<file path="src/rtl/bin2bcd_seq.sv">
`default_nettype none
// ============================================================================
// Module  : bin2bcd_seq
// Brief   : Sequential binary-to-BCD converter (shift-and-add-3, one bit per
//           clock) with saturating two-digit output and held overflow flag.
// Revision: 1.0
// ============================================================================
module bin2bcd_seq #(
    parameter int BIN_W = 7
) (
    input  logic             clk,
    input  logic             rstn,
    input  logic             in_valid,
    input  logic [BIN_W-1:0] bin_in,
    output logic             in_ready,
    output logic [3:0]       tens,
    output logic [3:0]       units,
    output logic             ovf,
    output logic             done
);

    localparam int                 c_CNT_W = $clog2(BIN_W + 1);
    localparam logic [c_CNT_W-1:0] c_LAST  = c_CNT_W'(BIN_W - 1);

    typedef enum logic [0:0] {
        ST_IDLE = 1'b0,
        ST_CONV = 1'b1
    } state_t;

    state_t             r_state;
    logic [BIN_W-1:0]   r_shift;
    logic [11:0]        r_scratch;
    logic [c_CNT_W-1:0] r_cnt;
    logic               r_ovf_next;
    logic               r_ready;
    logic [3:0]         r_tens;
    logic [3:0]         r_units;
    logic               r_ovf;
    logic               r_done;

    logic [11:0]        w_adj;
    logic [11:0]        w_next_scratch;
    logic [BIN_W-1:0]   w_next_shift;
    logic               w_accept;
    logic               w_last;
    logic               w_bin_big;

    function automatic logic [3:0] add3(input logic [3:0] d);
        return (d >= 4'd5) ? d + 4'd3 : d;
    endfunction

    // Hundreds nibble is carried only so no carry is lost before the final shift.
    assign w_adj          = {add3(r_scratch[11:8]), add3(r_scratch[7:4]), add3(r_scratch[3:0])};
    assign w_next_scratch = {w_adj[10:0], r_shift[BIN_W-1]};
    assign w_next_shift   = {r_shift[BIN_W-2:0], 1'b0};

    assign w_accept  = in_valid && r_ready;
    assign w_last    = (r_cnt == c_LAST);
    assign w_bin_big = (11'(bin_in) > 11'd99);

    always_ff @(posedge clk or negedge rstn) begin
        if (!rstn) begin
            r_state    <= ST_IDLE;
            r_shift    <= '0;
            r_scratch  <= '0;
            r_cnt      <= '0;
            r_ovf_next <= 1'b0;
            r_ready    <= 1'b1;
            r_tens     <= 4'd0;
            r_units    <= 4'd0;
            r_ovf      <= 1'b0;
            r_done     <= 1'b0;
        end else begin
            r_done <= 1'b0;
            case (r_state)
                ST_IDLE: begin
                    if (w_accept) begin
                        r_shift    <= bin_in;
                        r_scratch  <= '0;
                        r_cnt      <= '0;
                        r_ovf_next <= w_bin_big;
                        r_ready    <= 1'b0;
                        r_state    <= ST_CONV;
                    end
                end
                ST_CONV: begin
                    r_scratch <= w_next_scratch;
                    r_shift   <= w_next_shift;
                    r_cnt     <= r_cnt + 1'b1;
                    if (w_last) begin
                        r_tens  <= r_ovf_next ? 4'd9 : w_next_scratch[7:4];
                        r_units <= r_ovf_next ? 4'd9 : w_next_scratch[3:0];
                        r_ovf   <= r_ovf_next;
                        r_done  <= 1'b1;
                        r_ready <= 1'b1;
                        r_state <= ST_IDLE;
                    end
                end
                default: begin
                    r_state <= ST_IDLE;
                    r_ready <= 1'b1;
                end
            endcase
        end
    end

    assign in_ready = r_ready;
    assign tens     = r_tens;
    assign units    = r_units;
    assign ovf      = r_ovf;
    assign done     = r_done;

endmodule
`default_nettype wire

</file>
<file path="config.mk">
export PLATFORM = sky130hd
export DESIGN_NAME = bin2bcd_seq
export DESIGN_NICKNAME = d
export VERILOG_FILES = /design/src/rtl/bin2bcd_seq.sv
export SDC_FILE = /design/constraint.sdc
export NUM_CORES = 1
export LEC_CHECK = 0
export CORE_ASPECT_RATIO = 0.8
export CORE_MARGIN = 2
export CORE_UTILIZATION = 50
export CTS_CLUSTER_DIAMETER = 80
export DETAILED_ROUTE_END_ITERATION = 8
export GPL_TIMING_DRIVEN = 0
export HOLD_SLACK_MARGIN = 0.05
export PLACE_DENSITY = 0.74
export SYNTH_ARGS = -nofsm -noshare
export SYNTH_HDL_FRONTEND = slang
export SYNTH_SLANG_ARGS = --single-unit
</file>
<file path="constraint.sdc">
create_clock -name clk -period 2.1 [get_ports clk]
set_clock_uncertainty 0.1 [all_clocks]
set_input_delay 0.42 -clock clk [delete_from_list [all_inputs] [get_ports clk]]
set_output_delay 0.42 -clock clk [all_outputs]
set_load 0.05 [all_outputs]
</file>
---- After elaboration in Yosys (flattened, before gate mapping) ----
Cells that the tools add are included.
storage, ports and cells
  bits in registers ....................... 35
  input port bits ......................... 10
operators by class
  equality and inequality tests ........... 3
  muxes and demuxes ....................... 19
  add/sub/neg operators ................... 4
  $lt $le $gt $ge ......................... 4
  bitwise logic cells ..................... 1
  reduce and logical (&&, ||, !) cells .... 4
operators with widths
  kind                   count
  $pmux W12 S2           1
  $mux W4                4
  $pmux W7 S2            1
  $ge A4 B3 Y1 const B   3
  $mux W12               1
  $add A4 B2 Y4 const B  2
  $gt A7 B7 Y1 const B   1
  $mux W7                1
  $mux W1                6
  $mux W3                2
  $pmux W3 S2            1
  $reduce_and A2 Y1      3
  $pmux W1 S2            2
  $add A3 B1 Y3 const B  1
  $add A3 B2 Y3 const B  1
  $eq A3 B3 Y1 const B   1
  $ne A2 B1 Y1 const B   1
  $ne A2 B2 Y1 const B   1
  $logic_and A1 B1 Y1    1
  $not A1 Y1             1

---- Depth between registers and ports, before layout ----
Gate-level depths: netlist of the first run.
  depth after elaboration ................. 3
  depth in mapped cells ................... 6
  depth with buffers taken out ............ 6

---- Least setup slack after synthesis of the first run ----
No wires, ideal clock.
  kind .................................... flip-flop to flip-flop
  start ................................... reg r_ready, in the netlist in_ready
  end ..................................... reg r_scratch[6]
  data required time ...................... 1.880 ns
  period minus slack after synthesis ...... 1.513 ns
  path slack .............................. 0.587 ns
  buffers on the path ..................... 1
  arrival ................................. 1.293 ns
  library setup time ...................... 0.120 ns
  stages on the path, launching flop included .. 6
  path through ............................ dfstp_2 -> nand2_1 -> buf_2 -> nand2_1 -> nor2_1 -> a31o_2
on the way
  word-level cells in the longest chain between the ends .. 2
RTL lines
  element                 line  RTL
  from (decl)             35    logic r_ready;
  from (signal assigned)  68    r_ready <= 1'b1;
  from (signal assigned)  82    r_ready <= 1'b0;
  from (signal assigned)  95    r_ready <= 1'b1;
  $logic_and A1 B1 Y1     57    assign w_accept = in_valid && r_ready;
  $ne A2 B2 Y1 (no line)  n/a
  to (signal assigned)    87    r_scratch <= w_next_scratch;
  to (decl)               32    logic [11:0] r_scratch;
No other way between the ends.
A chain may end at the register's enable or synchronous reset.

---- Worst setup path in the final report of the first run ----
  start ................................... reg r_units[1], in the netlist units[1]
  end ..................................... out units[1]
RTL lines
  element                 line  RTL
  from (decl)             37    logic [3:0] r_units;
  from (signal assigned)  92    r_units <= r_ovf_next ? 4'd9 : w_next_scratch[3:0];
  to (decl)               17    output logic [3:0] units,
No word-level cell between the ends.

==> impl_summary.txt, run 1 <==
----------------------------------------------------
[Synth]
  Count of mapped cells out of synthesis ... 139
  Total standard cell area after synthesis ... 1450 um2
  Seq cells post-synth ... 31
  Flip-flop cell with the highest count after synthesis ... sky130_fd_sc_hd__dfrtp_1
  Part of the Yosys area used for sequential elements ... 0.534
  Top area cells in the synthesized netlist ... sky130_fd_sc_hd__dfrtp_1 52%, sky130_fd_sc_hd__mux2i_1 6.9%, sky130_fd_sc_hd__nand2_1 6.2%
  Synth cell types ... 28
  Cell with the most instances after synthesis ... sky130_fd_sc_hd__dfrtp_1
  Post-synthesis average cell area ... 10.5 um2
  Share of the synthesized area in the top cell type ... 0.516
  Area share of fa/ha/maj cells after synthesis ... 0.0516
  Fraction of the mapped netlist area in compound gates ... 0.151
  Largest area contributor in the synthesized netlist ... sky130_fd_sc_hd__dfrtp_1
  Main combinational cell family by area after synthesis ... compound AO/OA/AOI/OAI gates
  Cell types with the highest counts after synthesis ... 30 x sky130_fd_sc_hd__dfrtp_1, 24 x sky130_fd_sc_hd__nand2_1, 12 x sky130_fd_sc_hd__o21ai_0
  Count of synthesis-stage warnings from yosys ... 0
  Post-synthesis simple-gate area fraction ... 0.133
  Fraction of registers with async set or reset after synthesis ... 1.00
  Xor and xnor fraction of the mapped netlist area ... 0.0181
  Synthesized netlist net count ... 155
  Mux contribution to synthesized area ... 0.0766
  Count of flip-flops with a built-in enable after synthesis ... 0

[Global routing]
  Wire length of the first global-routing pass ... 4.83 mm
  Via count of the first global-routing pass ... 1,060
  Residual overflow from global routing ... 0
  Number of antenna violations at the first check in global routing ... 0
  Global routing usage summed across all routing layers ... 0.196
  Largest net degree at the start of global routing ... 32

[Power]
  Clock group share of total power ... 0.104
  Net switching fraction of the power ... 0.446
  Internal power consumption ... 1.56 mW
  Peak supply drop ... 0.634 mV
  NetSw ... 1.26 mW
  Sequential power share ... 0.371
  Fraction of power consumed by combinational cells ... 0.525
  Power density over the cells ... 1620 nW/um2
  Leakage power total ... roughly 0.82 nW

[STA]
  Unrepaired setup endpoints after global routing ... no
  WHS ... 0.0328 ns
  Min cycle time layout ... roughly 2 ns
  Max Slew Vio Count ... 0
  Top achievable clock speed ... ~0.5 GHz
  # setup viols final ... 0
  Headroom to the max-slew limit ... 0.556
  Number of hold-slack violations in the final timing report ... 0
  Period utilisation layout ... 0.952
  Worst-Margin Slew ... 0.666 ns

[Finish]
  Area of all placed cells without fillers ... 1740 um2
  Post-layout instance count excluding filler cells ... 203
  Share of the core filled with cells in the final layout ... 0.628
  Share of post-route cells with drive strength above 1 ... 0.0970
  Ant. Diodes ... 0
  Growth of design area from synthesis to finish ... 19.4%
  Number of nets in the layout ... 182

[Setup path]
  Reg2reg start ... r_scratch[1]
  Category of the worst setup path launch point ... flop
  Crit path capture type ... primary output
  Crit path kind ... reg -> out
  Cell at the slowest stage of the critical path ... sky130_fd_sc_hd__clkdlybuf4s50_1
  Setup slack on the worst flop-to-flop path ... 0.44 ns
  Data required time at the worst endpoint ... between 1.5 and 2 ns
  Peak per-stage delay on the critical path ... around 0.80 ns
  Buffering stage count on the worst path with inverters included ... 1
  Top fanout value on the critical path ... 2
  Cells traversed along the worst timing path ... clkdlybuf4s50_1
  R2r endpoint ... units[2]
  Depth of the worst register-to-register path ... 6
  Arrival time of data at the critical path endpoint ... 1.48 ns
  Category of cells accounting for the largest share of critical-path delay ... buffers and inverters

[Placed design]
  Global placer's final weighted congestion ... between 0.7 and 0.8
  DP HPWL ... approximately 2 mm
  Cell area after placement ... 1700 um2
  Number of I/O port buffers ... 20
  Placed insts ... a little under 200

[Die]
  # rows ... 17
  Area inside the core boundary ... 2770 um2
  I/O pin count ... 21
  Die area ... approximately 3400 um2
  Starting density of the core ... 0.526
  Die boundary height ... roughly 52 um
  X dimension of the die ... 64.3 um

[Drt]
  Total vias in the final route ... 1,092
  Antenna viol nets, final ... 0
  Final wirelength ... 2.80 mm
  Residual DRC count ... 0
  DRT Pass-1 Iters ... 4
  Count of routing violations after the opening detailed-route iteration ... 33
  Via density ... ~5.4
  Wirelength per Cell ... between 10 and 15 um

[Clock network]
  CTS sink cnt ... 31
  Worst-skew pair later-pin latency ... 0.31 ns
  Maximum buffer depth of the clock tree ... 2
  Clock tree from TritonCTS ... built
  Hold buffer count at cts ... 0
  H-tree depth ... 2
  CTS buffer count ... 5
  Clock Pin Slew Worst Setup and Hold Paths ... roughly 0.080 ns
  Clock tree root driver cell ... sky130_fd_sc_hd__clkbuf_4

[Worst hold path]
  Class of the tightest hold or removal check ... in -> async

[Flow run]
  Number of max-cap violations ... 0

[Outcome]
  Result of the run ... complete, no violations

----------------------------------------------------
-- worst max-delay path by stage --
stage	start	end	slack, ns	depth (start not counted)
2_1_floorplan	in_ready	r_scratch[6]	0.59	5
3_3_place_gp	rstn	r_shift[4]	0.0004	1
3_5_place_dp	rstn	r_shift[3]	-0.06	1
4_1_cts	tens[0]	tens[0]	0.08	1
5_1_grt	units[1]	units[1]	0.03	1
6_report	units[1]	units[1]	0.10	1
-- layout make-up --
cell class / count / area, um2
inverter: 6 / 22.5
multi-input combinational: 96 / 626
sequential: 31 / 777
timing repair buffer: 20 / 194
tap: 38 / 47.5
buffer: 6 / 28.8
fill: 228 / 1030
clock buffer: 6 / 41.3
-- per-stage QoR --
step | total power [mW] | setup TNS [ns] | setup WS, ns
floorplan | 2.12 | 0 | 0.587
global placement | 2.48 | 0 | 0.000404
detailed placement | 2.56 | -1.87 | -0.0635
CTS | 2.85 | 0 | 0.0838
global route | 3.04 | 0 | 0.0349
finish | 2.82 | 0 | 0.101
-- layer usage --
| layer | global-route usage | vias up | share of wire |
|---|---|---|---|
| li1 | - | 535 | - |
| met1 | 0.239 | 517 | 0.44 |
| met2 | 0.342 | 38 | 0.49 |
| met3 | 0.0667 | 2 | 0.061 |
| met4 | 0.0426 | 0 | 0.0043 |
| met5 | 0 | - | 0 |
-- registers in the layout, summed over array words and instances, names as in the netlist --
name,flops
r_cnt,3
ovf,1
in_ready,1
r_ovf_next,1
r_scratch,8
r_state,1
units,4
tens,4
done,1
r_shift,7
-- power by group through the flow --
stage          clock (mW)  sequential, mW  combinational, mW
2_1_floorplan           0            1.35              0.773
3_3_place_gp            0            1.04               1.44
3_5_place_dp            0            1.06               1.50
4_1_cts             0.307            1.05               1.49
5_1_grt             0.339            1.08               1.63
6_report            0.294            1.05               1.48
-- placed cells by master, fill, tap and decap left out, drive strengths merged, types with 2 or more instances in the layout --
cell / instances
a21oi: 11
a22o: 5
buf: 4
clkbuf: 9
clkdlybuf4s50: 18
dfrtp: 30
ha: 6
inv: 6
mux2i: 10
nand2: 24
nand2b: 3
nand3: 2
nor2: 10
nor3b: 3
o21ai: 12
xnor2: 2
-- logic make-up after synthesis --
family                   after synthesis
adder cells (fa/ha/maj)                6
multiplexers                          11
AND/OR/NAND/NOR                       42
flip-flops                            31
XOR/XNOR                               3
buffers and inverters                 12
AO/OA/AOI/OAI                         34
-- timing repair --
| item | 4_1_cts | 5_1_grt |
|---|---|---|
| setup endpoints to repair | 1 | 0 |
| setup buffers | 0 | 0 |
| gates resized for setup | 1 | 0 |
Power figures use the tool's default switching activity.
==> inputs of run 2 (changes only) <==
--- a/config.mk
+++ b/config.mk
@@ -12,7 +12,7 @@
 export DETAILED_ROUTE_END_ITERATION = 8
 export GPL_TIMING_DRIVEN = 0
 export HOLD_SLACK_MARGIN = 0.05
-export PLACE_DENSITY = 0.74
+export PLACE_DENSITY = 0.76
 export SYNTH_ARGS = -nofsm -noshare
 export SYNTH_HDL_FRONTEND = slang
 export SYNTH_SLANG_ARGS = --single-unit
==> impl_summary.txt, run 2 (same netlist as run 1, synthesis figures left out) <==
----------------------------------------------------
[Outcome]
  Result of the run ... complete, no violations

[Global routing]
  Global routing usage summed across all routing layers ... 0.202
  Number of antenna violations at the first check in global routing ... 0
  Largest net degree at the start of global routing ... 32
  Residual overflow from global routing ... 0
  Wire length of the first global-routing pass ... 5.03 mm
  Via count of the first global-routing pass ... 1,119

[Finish]
  Area occupied by multi-input gates ... 626 um2
  Ant. Diodes ... 0
  Flip-flop count of the largest register after layout ... 8
  Largest register by flop count ... r_scratch
  Commonest cells after routing, fill and taps aside ... 30 x sky130_fd_sc_hd__dfrtp_1, 24 x sky130_fd_sc_hd__nand2_1, 18 x sky130_fd_sc_hd__clkdlybuf4s50_1
  Leading registers by flop count ... r_scratch (8), r_shift (7)
  Growth of design area from synthesis to finish ... 21.2%
  Share of post-route cells with drive strength above 1 ... 0.108
  Most frequent standard cell in the layout excluding fill and tap cells ... sky130_fd_sc_hd__dfrtp_1
  Number of nets in the layout ... 183
  Filler cells ... 228
  Area of all sequential standard cells ... around 780 um2

[Clock network]
  Maximum buffer depth of the clock tree ... 2
  Clock tree from TritonCTS ... built
  CTS sink cnt ... 31
  Clock Pin Slew Worst Setup and Hold Paths ... 0.09 ns
  Worst-skew pair later-pin latency ... 0.34 ns
  Post-CTS Setup Inserts ... 0
  H-tree depth ... 2
  CTS buffer count ... 5
  Clock tree root driver cell ... sky130_fd_sc_hd__clkbuf_4

[STA]
  # setup viols final ... 0
  Number of hold-slack violations in the final timing report ... 0
  Headroom to the max-slew limit ... 0.554
  Min cycle time layout ... 2.02 ns
  Max Slew Vio Count ... 0
  Worst-case setup margin in the final layout ... roughly 0.08 ns
  Period utilisation layout ... 0.962
  Worst-Margin Slew ... roughly 0.67 ns
  Top achievable clock speed ... 0.495 GHz
  Unrepaired setup endpoints after global routing ... no

[Placed design]
  Worst setup timing slack at the placement stage ... -0.0524 ns
  Number of I/O port buffers ... 20
  Global placer's final weighted congestion ... 0.766
  DP HPWL ... 2.03 mm

[Setup path]
  Arrival time of data at the critical path endpoint ... 1.50 ns
  Reg2reg start ... r_scratch[5]
  Data required time at the worst endpoint ... ~1.6 ns
  R2r endpoint ... tens[2]
  Category of the worst setup path launch point ... flop
  Setup slack on the worst flop-to-flop path ... 0.47 ns
  Category of cells accounting for the largest share of critical-path delay ... buffers and inverters
  Crit path capture type ... primary output
  Peak per-stage delay on the critical path ... 0.80 ns
  Buffering stage count on the worst path with inverters included ... 1
  Cell at the slowest stage of the critical path ... sky130_fd_sc_hd__clkdlybuf4s50_1
  Depth of the worst register-to-register path ... 6
  Crit path kind ... reg -> out
  Cells traversed along the worst timing path ... clkdlybuf4s50_1
  Top fanout value on the critical path ... 2

[Die]
  I/O pin count ... 21
  Area inside the core boundary ... approximately 2800 um2
  X dimension of the die ... 64.3 um
  # rows ... 17
  Die boundary height ... roughly 52 um
  Die area ... approximately 3400 um2
  Starting density of the core ... 0.526

[Power]
  Total Power ... between 2 and 3 mW
  Peak supply drop ... 0.653 mV
  Leakage power total ... roughly 0.83 nW
  Power density over the cells ... 1640 nW/um2

[Drt]
  Total vias in the final route ... between 1,000 and 1,500
  Wirelength per Cell ... 13.9 um
  Final wirelength ... 2.85 mm
  Count of routing violations after the opening detailed-route iteration ... 61
  DRT Pass-1 Iters ... 4
  Via density ... 5.42
  Residual DRC count ... 0
  Antenna viol nets, final ... 0

[Flow run]
  Number of max-cap violations ... 0

[Worst hold path]
  Endpoint with the worst hold slack ... r_shift[5]
  Class of the tightest hold or removal check ... reg -> reg
  Start point of the worst min-delay path ... r_shift[4]
  WHS Path Cells ... 2

----------------------------------------------------
run 2: cell count changes in the layout (fill, tap and decap cells not counted):
| cell | change |
|---|---|
| sky130_fd_sc_hd__dlygate4sd3_1 | +1 |
| sky130_fd_sc_hd__clkbuf_8 | +1 |
| sky130_fd_sc_hd__clkinv_2 | +1 |
| sky130_fd_sc_hd__clkbuf_1 | -1 |
run 2: final cells by class:
type / count / share of cell area
Timing Repair Buffer: 21 / 0.116
Clock inverter: 1 / 0.00284
Buffer: 6 / 0.0163
Inverter: 6 / 0.0128
Tap cell: 38 / 0.0270
Clock buffer: 6 / 0.0291
Sequential cell: 31 / 0.441
Multi-Input combinational cell: 96 / 0.355
run 2: worst min-delay path, cell delays in order (launching register included):
cell	delay, ns
sky130_fd_sc_hd__dfrtp_1	0.35
sky130_fd_sc_hd__nand2_1	0.05
sky130_fd_sc_hd__o21ai_0	0.05
run 2: where the power goes:
part | leakage [nW] | internal [mW] | switching (mW) | total (mW)
clock network | 0.0341 | 0.155 | 0.202 | 0.357
registers | 0.389 | 0.859 | 0.187 | 1.05
logic | 0.409 | 0.582 | 0.905 | 1.49
total | 0.833 | 1.60 | 1.29 | 2.89
run 2: metrics by stage:
step | hold WS, ns | area (um2) | util | instances | TNS, ns
finish | 0.393 | 1760 | 0.637 | 205 | 0
global route | 0.423 | 1760 | 0.637 | 205 | 0
CTS | 0.401 | 1760 | 0.635 | 204 | 0
detailed placement | 0.382 | 1700 | 0.615 | 197 | -1.53
global placement | 0.356 | 1700 | 0.615 | 197 | -0.164
floorplan | 0.0244 | 1450 | - | 139 | 0
run 2: worst max-delay path by stage:
stage	from	to	depth (start not counted)
5_1_grt	tens[2]	tens[2]	1
6_report	units[2]	units[2]	1
4_1_cts	units[1]	units[1]	1
3_5_place_dp	rstn	r_shift[3]	1
2_1_floorplan	in_ready	r_scratch[6]	5
3_3_place_gp	rstn	r_shift[4]	1
run 2: what timing repair did:
action,4_1_cts,5_1_grt
resized for setup,1,0
endpoints found under the hold margin,0,11
hold buffers,0,1
setup endpoints to repair,1,0
run 2: metal layers:
metal / share of wire / routed length [um] / vias to the layer above / global-route usage
met3: 0.046 / 131 / 6 / 0.0581
met5: 0 / 0 / - / 0
met1: 0.46 / 1320 / 543 / 0.244
met4: 0.015 / 44 / 0 / 0.0745
li1: - / - / 531 / -
met2: 0.47 / 1350 / 32 / 0.347
==> inputs of run 3 (changes only) <==
--- a/config.mk
+++ b/config.mk
@@ -16,3 +16,4 @@
 export SYNTH_ARGS = -nofsm -noshare
 export SYNTH_HDL_FRONTEND = slang
 export SYNTH_SLANG_ARGS = --single-unit
+export TNS_END_PERCENT = 30
==> results of run 3 <==
The final DEF is identical to that of run 2; final timing and power are the same.
